`config.mk`:
```
export PLATFORM = sky130hd
export DESIGN_NAME = timer_irq_source
export DESIGN_NICKNAME = d
export VERILOG_FILES = /design/src/rtl/timer_irq_source.sv
export SDC_FILE = /design/constraint.sdc
export NUM_CORES = 1
export LEC_CHECK = 0
export CAP_MARGIN = 20
export CORE_MARGIN = 1
export CORE_UTILIZATION = 30
export CTS_CLUSTER_SIZE = 20
export DETAILED_ROUTE_END_ITERATION = 8
export GPL_ROUTABILITY_DRIVEN = 0
export MAX_ROUTING_LAYER = met4
export PLACE_DENSITY = 0.55
export SLEW_MARGIN = 20
export SYNTH_ARGS = -nofsm -noshare
export SYNTH_HDL_FRONTEND = slang
export SYNTH_SLANG_ARGS = --single-unit
```
`constraint.sdc`:
```
create_clock -name clk -period 4 [get_ports clk]
set_input_delay 0.4 -clock clk [delete_from_list [all_inputs] [get_ports clk]]
set_output_delay 0.4 -clock clk [all_outputs]
set_load 0.02 [all_outputs]
```
`src/rtl/timer_irq_source.sv`:
```
`default_nettype none
// ============================================================================
//  Module   : timer_irq_source
//  Purpose  : Memory-mapped timer peripheral on the data-memory bus. Holds a
//             reload register (TH), an up-counter (TL), a control/status
//             register (TCON) and a free-running SysTick. An enabled TL
//             overflow raises a level interrupt (TCON[2]) that stays high
//             until software clears it with a TCON store.
//  Register map (byte offsets from BASE_ADDR, Address[1:0] ignored):
//             0x00 TH      reload value, R/W
//             0x04 TL      counter, R/W
//             0x08 TCON    [0] enable, [1] irq enable, [2] pending, R/W
//             0x0C/0x10    reserved: read 0, writes ignored, Hit asserted
//             0x14 SysTick free-running cycle count, read-only
//  Ports    : clk        system clock, all state on rising edge
//             reset      synchronous active-low reset
//             MemRead    MEM-stage load strobe
//             MemWrite   MEM-stage store strobe
//             Address    byte address
//             WriteData  store data
//             ReadData   combinational load data (0 unless MemRead && Hit)
//             Hit        address lies in the 6-word register window
//             Interrupt  level interrupt, equals TCON[2]
//  Revision : 1.0  initial release
// ============================================================================
module timer_irq_source #(
  parameter logic [31:0] BASE_ADDR = 32'h4000_0000,
  parameter int unsigned TCON_W    = 3
) (
  input  logic        clk,
  input  logic        reset,
  input  logic        MemRead,
  input  logic        MemWrite,
  input  logic [31:0] Address,
  input  logic [31:0] WriteData,
  output logic [31:0] ReadData,
  output logic        Hit,
  output logic        Interrupt
);

  // Word offsets within the register window
  localparam logic [29:0] C_OFF_TH      = 30'd0;
  localparam logic [29:0] C_OFF_TL      = 30'd1;
  localparam logic [29:0] C_OFF_TCON    = 30'd2;
  localparam logic [29:0] C_OFF_SYSTICK = 30'd5;

  logic [31:0]       r_th;
  logic [31:0]       r_tl;
  logic [TCON_W-1:0] r_tcon;
  logic [31:0]       r_systick;

  logic [29:0]       w_word_off;
  logic              w_hit;
  logic              w_wr;
  logic              w_wr_th;
  logic              w_wr_tl;
  logic              w_wr_tcon;
  logic              w_ovf;
  logic              w_irq_set;
  logic [31:0]       w_tl_next;
  logic [TCON_W-1:0] w_tcon_next;
  logic [31:0]       w_rdata;
  logic              w_unused;

  // Byte lane bits play no part in decoding
  assign w_unused = &{1'b0, Address[1:0]};

  // Subtracting the base makes addresses below it wrap to a large offset,
  // so a single unsigned compare bounds both ends of the window.
  assign w_word_off = Address[31:2] - BASE_ADDR[31:2];
  assign w_hit      = (w_word_off <= C_OFF_SYSTICK);

  assign w_wr      = MemWrite && w_hit;
  assign w_wr_th   = w_wr && (w_word_off == C_OFF_TH);
  assign w_wr_tl   = w_wr && (w_word_off == C_OFF_TL);
  assign w_wr_tcon = w_wr && (w_word_off == C_OFF_TCON);

  // Overflow is judged on the current (pre-write) enable. A CPU store to TL
  // in the same cycle overrides the reload and suppresses the pending set.
  assign w_ovf     = r_tcon[0] && (r_tl == 32'hFFFF_FFFF);
  assign w_irq_set = w_ovf && r_tcon[1] && !w_wr_tl;

  always_comb begin
    w_tl_next = r_tl;
    if (w_wr_tl) begin
      w_tl_next = WriteData;
    end else if (r_tcon[0]) begin
      // Reload uses the current TH even if TH is being written this cycle
      w_tl_next = w_ovf ? r_th : (r_tl + 32'd1);
    end
  end

  always_comb begin
    w_tcon_next = r_tcon;
    if (w_wr_tcon) begin
      w_tcon_next = WriteData[TCON_W-1:0];
    end
    // A hardware set wins over a software clear in the same cycle
    if (w_irq_set) begin
      w_tcon_next[2] = 1'b1;
    end
  end

  always_ff @(posedge clk) begin
    if (!reset) begin
      r_th      <= '0;
      r_tl      <= '0;
      r_tcon    <= '0;
      r_systick <= '0;
    end else begin
      r_systick <= r_systick + 32'd1;
      r_tl      <= w_tl_next;
      r_tcon    <= w_tcon_next;
      if (w_wr_th) begin
        r_th <= WriteData;
      end
    end
  end

  always_comb begin
    w_rdata = '0;
    if (MemRead && w_hit) begin
      case (w_word_off)
        C_OFF_TH:      w_rdata = r_th;
        C_OFF_TL:      w_rdata = r_tl;
        C_OFF_TCON:    w_rdata = {{(32-TCON_W){1'b0}}, r_tcon};
        C_OFF_SYSTICK: w_rdata = r_systick;
        default:       w_rdata = '0;
      endcase
    end
  end

  assign ReadData  = w_rdata;
  assign Hit       = w_hit;
  assign Interrupt = r_tcon[2];

endmodule
`default_nettype wire

```
* Word level (Yosys, flattened, before mapping)
Index checks and enable logic that the tools add are counted.
** Word-level totals
- Input bits :: 68
- Output and inout port bits :: 34
- Register bits after elaboration :: 99
- Word-level logic and storage cells :: 32
** Cells by class
- Add/sub/neg operators :: 3
- Magnitude comparators :: 1
- Mux-type cells :: 7
- Reduce and logical (&&, ||, !) cells :: 12
- Equal/unequal tests :: 4
** Operators with widths (count)
- $mux 32 :: 4
- $pmux 32 s4 :: 1
- $add 32x1->32 const B :: 2
- $eq 32x32->1 const B :: 1
- $eq 30x1->1 const B :: 1
- $eq 30x2->1 const B :: 1
- $eq 30x3->1 const B :: 1
- $le 30x3->1 const B :: 1
- $logic_not 30->1 :: 1
- $sub 30x29->30 const B :: 1
- $logic_and 1x1->1 :: 8
- $reduce_bool 2->1 :: 2
- $mux 3 :: 1
- $logic_not 1->1 :: 1
- $mux 1 :: 1

* Logic depth before layout (Yosys ltp)
Gate-level depths: netlist (run 1).
- Depth after elaboration :: 7
- Mapped depth :: 9

* Worst setup path before layout (run 1)
Ideal clock, no wire load.
- Path type :: input-to-output
- Start :: input port Address[23]
- End :: output port ReadData[2]
- Path slack :: 1.457 ns
- Cell stages on the path :: 7
- Data required time :: 3.600 ns
- Arrival time :: 2.143 ns
- Cell sequence :: nor4_1 -> nand4_1 -> or2_2 -> nor2_1 -> clkbuf_1 -> a222oi_1 -> nor2_1
** Between the ends
- Word-level cells in the longest chain between the ends :: 4
- Elaborated cells between the ends (all ways) :: 9
** Ends and longest elaborated chain
- start: declaration :: RTL line 34 : input logic [31:0] Address,
- $sub 30x29->30 (*) :: RTL line 70 : assign w_word_off = Address[31:2] - BASE_ADDR[31:2];
- $le 30x3->1, or another cell as far along :: RTL line 71 : assign w_hit = (w_word_off <= C_OFF_SYSTICK);
- $logic_and 1x1->1 or $pmux 32 s4 (tied branches) :: RTL line 122, 123
- $mux 32 (*) :: RTL line 122 : if (MemRead && w_hit) begin
- end: declaration :: RTL line 36 : output logic [31:0] ReadData,
Every way passes the cells marked *; elsewhere a longest branch is shown, timed or not.

* Worst setup path after layout (run 1)
- Start :: input port Address[29]
- End :: output port ReadData[31]
The elaborated chain is that of the path after synthesis.

==> metrics.yaml, run 1 <==
timing:
  setup_slack_ns: 0.4818
  hold_viol: 0
  worst_pin_slew_ns: 0.7537
  rsz0062_at_grt: "false"
  fin_setup_tns_ns: 0
  setup_viol: 0
  timing.final.crit_share_pct: 87.95
  skew_ns: 0.005125
  period_needed_ns: 3.518
  relSlewSlack_pct: 49.57
  max_freq_mhz: 284.2
  slew_viol_final: 0
routing:
  vias: 5938
  wl_per_cell_um: 18.15
  drc: 0
  drt-initial-drc-count: 543
  antenna_left: 0
  drt_wl_total_um: 19640
  vias_per_cell: 5.488
  drt-pass1-iter-count: 5
yosys:
  synth_seq_area_share_pct: 34.28
  synth_cell_types: 67
  synth_edf_count: 0
  syn_nets: 835
  synth-warning-count: 0
  synth_seq_cells: 99
  async_flop_share_pct: 0
  synth_flop_cell: "dfxtp_1"
  avgSynthCellArea_um2: 7.558
  netlist_area_um2: 5782
  synth_cells: 765
clock_network:
  cts_buffers: 9
  clk_pin_slew_ns: 0.07
  cts_setup_buffers: 0
  cts_buffer_depth: 2
  htreeDepth: 3
  hold_buffers: 0
  clkLatencyLatePin_ns: 0.36
  cts_sinks: 99
  cts-root-buf: "clkbuf_16"
  cts_tree: "done"
  cts_resized: 0
critical_path:
  start_kind: "input port"
  r2r_slack_ns: 1.19
  cp-startpoint: "Address[29]"
  r2r_start: "r_tl[7]"
  cp_max_fo: 17
  critical_path_arrival_ns: 3.12
  cp_slowest_stage_delay_ns: 0.63
  worstPathRequired_ns: 3.60
  critPathCaptureType: "output pin"
  critical_path_class: "in2out"
  cpMostUsedCell: "clkdlybuf4s50_1"
  cpMaxStageDelayCell: "clkdlybuf4s50_1"
  path_cells: "clkdlybuf4s50_1 > nor4_1 > nand4_1 > or2_2 > nor2_2 > buf_4 > a22oi_1 > nor2_1 > clkdlybuf4s50_1"
grt:
  grt_pass1_wl_um: 31850
  grt_pass1_vias: 5618
  overflow: 0
  track_usage_pct: 21.27
  antenna_found_initial: 0
  grt_max_degree: 47
die:
  die_w_um: 140.8
  dieHeight_um: 140.8
  pin_count: 102
  die-area_um2: 19830
  initial_utilization_pct: 30.81
  coreArea_um2: 18770
  std_cell_rows: 50
finish:
  final_nets: 916
  diodes: 0
  finalNonFillerCells: 1082
  area.growth.synth_to_final_pct: 26.99
  layout-drive-gt1-share_pct: 10.38
  final_util_pct: 39.12
power:
  leakage_nw: 2.265
  peakVddDrop_uv: 206.7
  power_density_nw_per_um2: 274.9
job:
  drv_cap: 0
place:
  placed_cells: 1069
  dp_hpwl_um: 13930
  dp_slack_ns: 0.4788
  port_buffers: 99
min_path:
  hold_start: "r_systick[0]"
  hp-class: "reg2reg"
status:
  status: "finished, final reports clean"
## Yosys cell counts, types with 9 or more instances
| cell | number | share of area [%] |
|---|---|---|
| inv_1 | 11 | 0.71 |
| xor2_1 | 9 | 1.4 |
| nor2_1 | 74 | 4.8 |
| nor3_1 | 9 | 0.78 |
| a21oi_1 | 82 | 7.1 |
| nand2_1 | 125 | 8.1 |
| and3_1 | 10 | 1.1 |
| mux2_2 | 27 | 5.3 |
| nand3_1 | 36 | 3.1 |
| nor4_1 | 10 | 1.1 |
| dfxtp_1 | 99 | 34 |
| o21ai_0 | 34 | 2.9 |
| clkbuf_1 | 42 | 2.7 |
| a31oi_1 | 9 | 0.97 |
| a22oi_1 | 29 | 3.8 |
| or3_1 | 18 | 1.9 |
| xnor2_1 | 15 | 2.3 |
| nand4_1 | 20 | 2.2 |
## logic make-up after synthesis
group	Yosys count	share of synthesized area, %
xor gates and xnor gates	24	3.636
adders and majority gates	2	0.4327
buffers and inverters	66	4.696
muxes	33	6.297
and+or+nand+nor	343	29.43
DFF	99	34.28
AOI/OAI and AO/OA	198	21.23
## sequential cells by signal (all words and copies together), names as in the netlist
register / cells
r_systick: 32
r_th: 32
r_tl: 32
r_tcon: 3
## worst max-delay path, delay by kind of cell
family	cells	cell delay, ns
and+or+nand+nor	5	1.31
buffers and inverters	3	1.29
AOI/OAI and AO/OA	1	0.10
## stage by stage
| step | hold WS, ns | instance area [um2] | total power [mW] |
|---|---|---|---|
| 6_report | 0.4682 | 7342 | 2.018 |
| 5_1_grt | 0.4991 | 7342 | 2.086 |
| 4_1_cts | 0.4705 | 7342 | 2.031 |
| 3_5_place_dp | 0.4546 | 7052 | 1.141 |
| 3_3_place_gp | 0.4447 | 7052 | 1.141 |
| 2_1_floorplan | 0.4297 | 5782 | 1.052 |
## metal layers
layer	up-vias	track usage (%)	wire length, um
met3	26	3.329	843
met5	-	-	0
met1	2830	28.61	9585
met4	0	6.007	360
li1	2935	-	-
met2	147	32.91	8852
## final cells by class
cell class	instances	area, um2
Sequential cell	99	1982
Inverter	12	45.04
Multi-Input combinational cell	600	3546
Clock inverter	2	37.54
Tap cell	234	292.8
Fill cell	1967	11430
Clock buffer	11	252.7
Timing Repair Buffer	124	1186
## path summary, 6_finish.rpt
check                               endpoint  depth (start not counted)
worst max-delay path            ReadData[31]                          9
worst min-delay path            r_systick[0]                          1
worst max register to register      r_tl[16]                          8
worst min register to register  r_systick[0]                          1
## cell usage in the layout (no fill, tap or decap), types with 10 or more instances in the layout
cell,synthesis,final
a21oi_1,82,82
a22oi_1,29,29
and3_1,10,10
buf_4,1,24
clkdlybuf4s50_1,0,98
dfxtp_1,99,99
inv_1,11,11
mux2_2,27,27
nand2_1,125,125
nand3_1,36,36
nand4_1,20,20
nor2_1,74,73
o21ai_0,34,34
or3_1,18,18
xnor2_1,15,15
## where the power goes
part	switching (mW)	leakage, nW	total [mW]	internal (mW)
sequential	0.00484	0.798	0.993	0.989
combinational	0.0531	1.33	0.125	0.0718
clock	0.391	0.140	0.900	0.509
Note: power is estimated with default switching activity, not from simulation.
==> run 2: changes to the inputs <==
--- a/config.mk
+++ b/config.mk
@@ -17,3 +17,4 @@
 export SYNTH_ARGS = -nofsm -noshare
 export SYNTH_HDL_FRONTEND = slang
 export SYNTH_SLANG_ARGS = --single-unit
+export TNS_END_PERCENT = 100
==> results of run 2 <==
Same layout as run 1: the final DEF is identical, and so are final timing and power.
==> run 3: changes to the inputs <==
--- a/config.mk
+++ b/config.mk
@@ -12,7 +12,7 @@
 export DETAILED_ROUTE_END_ITERATION = 8
 export GPL_ROUTABILITY_DRIVEN = 0
 export MAX_ROUTING_LAYER = met4
-export PLACE_DENSITY = 0.55
+export PLACE_DENSITY = 0.52
 export SLEW_MARGIN = 20
 export SYNTH_ARGS = -nofsm -noshare
 export SYNTH_HDL_FRONTEND = slang
==> run 3 against run 2 <==
Final area up 0.12%. Register-to-register slack worse by 0.05 ns. Sequential power about the same. Critical endpoint unchanged. Critical path depth unchanged. Fmax up 3.3%. Clock skew up 0.0032 ns. Global-route usage down 0.092 points. Via count about the same. Flip-flop and latch count unchanged. Power up 2.5%. Highest routed layer unchanged. Non-clock buffer count unchanged. Sequential share of layout area about the same.
==> metrics.yaml, run 3 (synthesized netlist as in run 1, its figures left out) <==
critical_path:
  cp_max_fo: 14  # was 17
  critPathCaptureType: "output pin"  # unchanged
  critical_path_class: "in2out"  # unchanged
  critical_path_arrival_ns: 3.01  # was 3.12 ns
  worstPathRequired_ns: 3.60  # about the same
  start_kind: "input port"  # unchanged
power:
  p_total_mw: 2.068  # was 2.018 mW
  power_density_nw_per_um2: 281.3  # was 274.9 nW/um2
  power.share.sequential_pct: 48.0  # was 49.2%
  clockPowerShare_pct: 46.0  # was 44.6%
  switching_share_pct: 22.18  # was 22.23%
  peakVddDrop_uv: 215.7  # was 206.7 uV
  power.switching_mw: 0.4587  # was 0.4485 mW
  combinationalPowerShare_pct: 6.0  # was 6.2%
  leakage_nw: 2.263  # was 2.265 nW
  p_int_mw: 1.609  # was 1.569 mW
clock_network:
  cts_sinks: 99  # unchanged
  cts_setup_buffers: 0  # unchanged
  cts_tree: "done"  # unchanged
  hold_buffers: 0  # unchanged
  cts_buffers: 9  # unchanged
  cts_resized: 0  # unchanged
  cts-root-buf: "clkbuf_16"  # unchanged
  clkLatencyLatePin_ns: 0.36  # about the same
  cts_buffer_depth: 2  # unchanged
  htreeDepth: 3  # unchanged
  clk_pin_slew_ns: 0.07  # about the same
timing:
  timing.final.crit_share_pct: 85.14  # was 87.95%
  max_freq_mhz: 293.6  # was 284.2 MHz
  skew_ns: 0.008320  # was 0.005125 ns
  setup_viol: 0  # unchanged
  setup_slack_ns: 0.5943  # was 0.4818 ns
  fin_setup_tns_ns: 0  # unchanged
  worst_pin_slew_ns: 0.8786  # was 0.7537 ns
  whs_ns: 0.4715  # was 0.4682 ns
  hold_viol: 0  # unchanged
  relSlewSlack_pct: 41.42  # was 49.57%
  slew_viol_final: 0  # unchanged
  period_needed_ns: 3.406  # was 3.518 ns
  rsz0062_at_grt: "false"  # unchanged
finish:
  final_util_pct: 39.17  # was 39.12%
  diodes: 0  # unchanged
  layout-drive-gt1-share_pct: 10.34  # was 10.38%
  finalNonFillerCells: 1085  # was 1082
  mostFrequentLayoutCells: "125 x nand2_1, 99 x dfxtp_1, 98 x clkdlybuf4s50_1"  # unchanged
  finish.instance_area_um2: 7351  # was 7342 um2
  area.growth.synth_to_final_pct: 27.14  # was 26.99%
  fillers: 1999  # was 1967
  final_common_cell: "nand2_1"  # unchanged
  final_nets: 916  # unchanged
  largestRegisters: "r_systick: 32 flops, r_th: 32 flops, r_tl: 32 flops"  # unchanged
job:
  drv_cap: 0  # unchanged
grt:
  grt_max_degree: 47  # unchanged
  antenna_found_initial: 0  # unchanged
  grt_pass1_vias: 5567  # was 5618
  track_usage_pct: 21.18  # was 21.27%
  grt_pass1_wl_um: 31470  # was 31850 um
  overflow: 0  # unchanged
status:
  status: "finished, final reports clean"  # unchanged
die:
  std_cell_rows: 50  # unchanged
  dieHeight_um: 140.8  # unchanged
  pin_count: 102  # unchanged
  coreArea_um2: 18770  # unchanged
  die-area_um2: 19830  # unchanged
  initial_utilization_pct: 30.81  # unchanged
  die_w_um: 140.8  # unchanged
routing:
  drt_wl_total_um: 19910  # was 19640 um
  drt-pass1-iter-count: 5  # unchanged
  wl_met1_um: 9547  # was 9585 um
  antenna_left: 0  # unchanged
  met3_length_um: 830  # was 843 um
  drt-initial-drc-count: 513  # was 543
  highest_layer: "met4"  # unchanged
  vias_per_cell: 5.474  # was 5.488
  wl_met2_um: 9246  # was 8852 um
  vias: 5939  # was 5938
  wl_per_cell_um: 18.35  # was 18.15 um
  drc: 0  # unchanged
place:
  dp_hpwl_um: 13920  # was 13930 um
  port_buffers: 99  # unchanged
  dp_slack_ns: 0.5687  # was 0.4788 ns
  placed_cells: 1069  # unchanged
  dpl_cell_area_um2: 7039  # was 7052 um2
min_path:
  hp-class: "reg2reg"  # unchanged
run 3: cell count changes in the layout (fill, tap and decap cells not counted), sizes merged:
| cell | previous run | this run |
|---|---|---|
| buf | 26 | 25 |
| bufinv | 1 | 2 |
| clkbuf | 11 | 13 |
| clkinvlp | 1 | 2 |
run 3: critical path, stage by stage:
cell and delay (ns):
clkdlybuf4s50_1 0.40, nor4_1 0.31, nand4_1 0.17, buf_4 0.19, nor4b_4 0.29, buf_4 0.27, a22oi_1 0.12, nor2_1 0.21
clkdlybuf4s50_1 0.65
run 3: power groups by stage:
stage | clock (mW) | sequential, mW | combinational (mW)
3_5_place_dp | 0 | 1.02 | 0.123
2_1_floorplan | 0 | 1.01 | 0.0387
5_1_grt | 1.01 | 0.993 | 0.133
6_report | 0.951 | 0.993 | 0.123
4_1_cts | 0.971 | 0.993 | 0.124
3_3_place_gp | 0 | 1.02 | 0.123
run 3: path summary, 6_finish.rpt:
check | from | end | slack [ns] | cells past startpoint
max | Address[14] | ReadData[31] | 0.59 | 9
min reg2reg | r_systick[0] | r_systick[0] | 0.47 | 1
max reg2reg | r_tl[7] | r_tl[6] | 1.14 | 8
min | r_systick[0] | r_systick[0] | 0.47 | 1
run 3: metal layers:
metal	vias up	global-route usage [%]
li1	2930	-
met1	2844	27.68
met2	143	33.96
met3	22	3.601
met4	0	5.034
met5	-	-
run 3: cell type report:
cell class	instances	area (um2)	area share (%)
Multi-Input combinational cell	600	3546	48.24
Sequential cell	99	1982	26.96
Timing Repair Buffer	124	1174	15.97
Tap cell	234	292.8	3.983
Clock buffer	12	236.5	3.217
Clock inverter	4	75.07	1.021
Inverter	12	45.04	0.6128
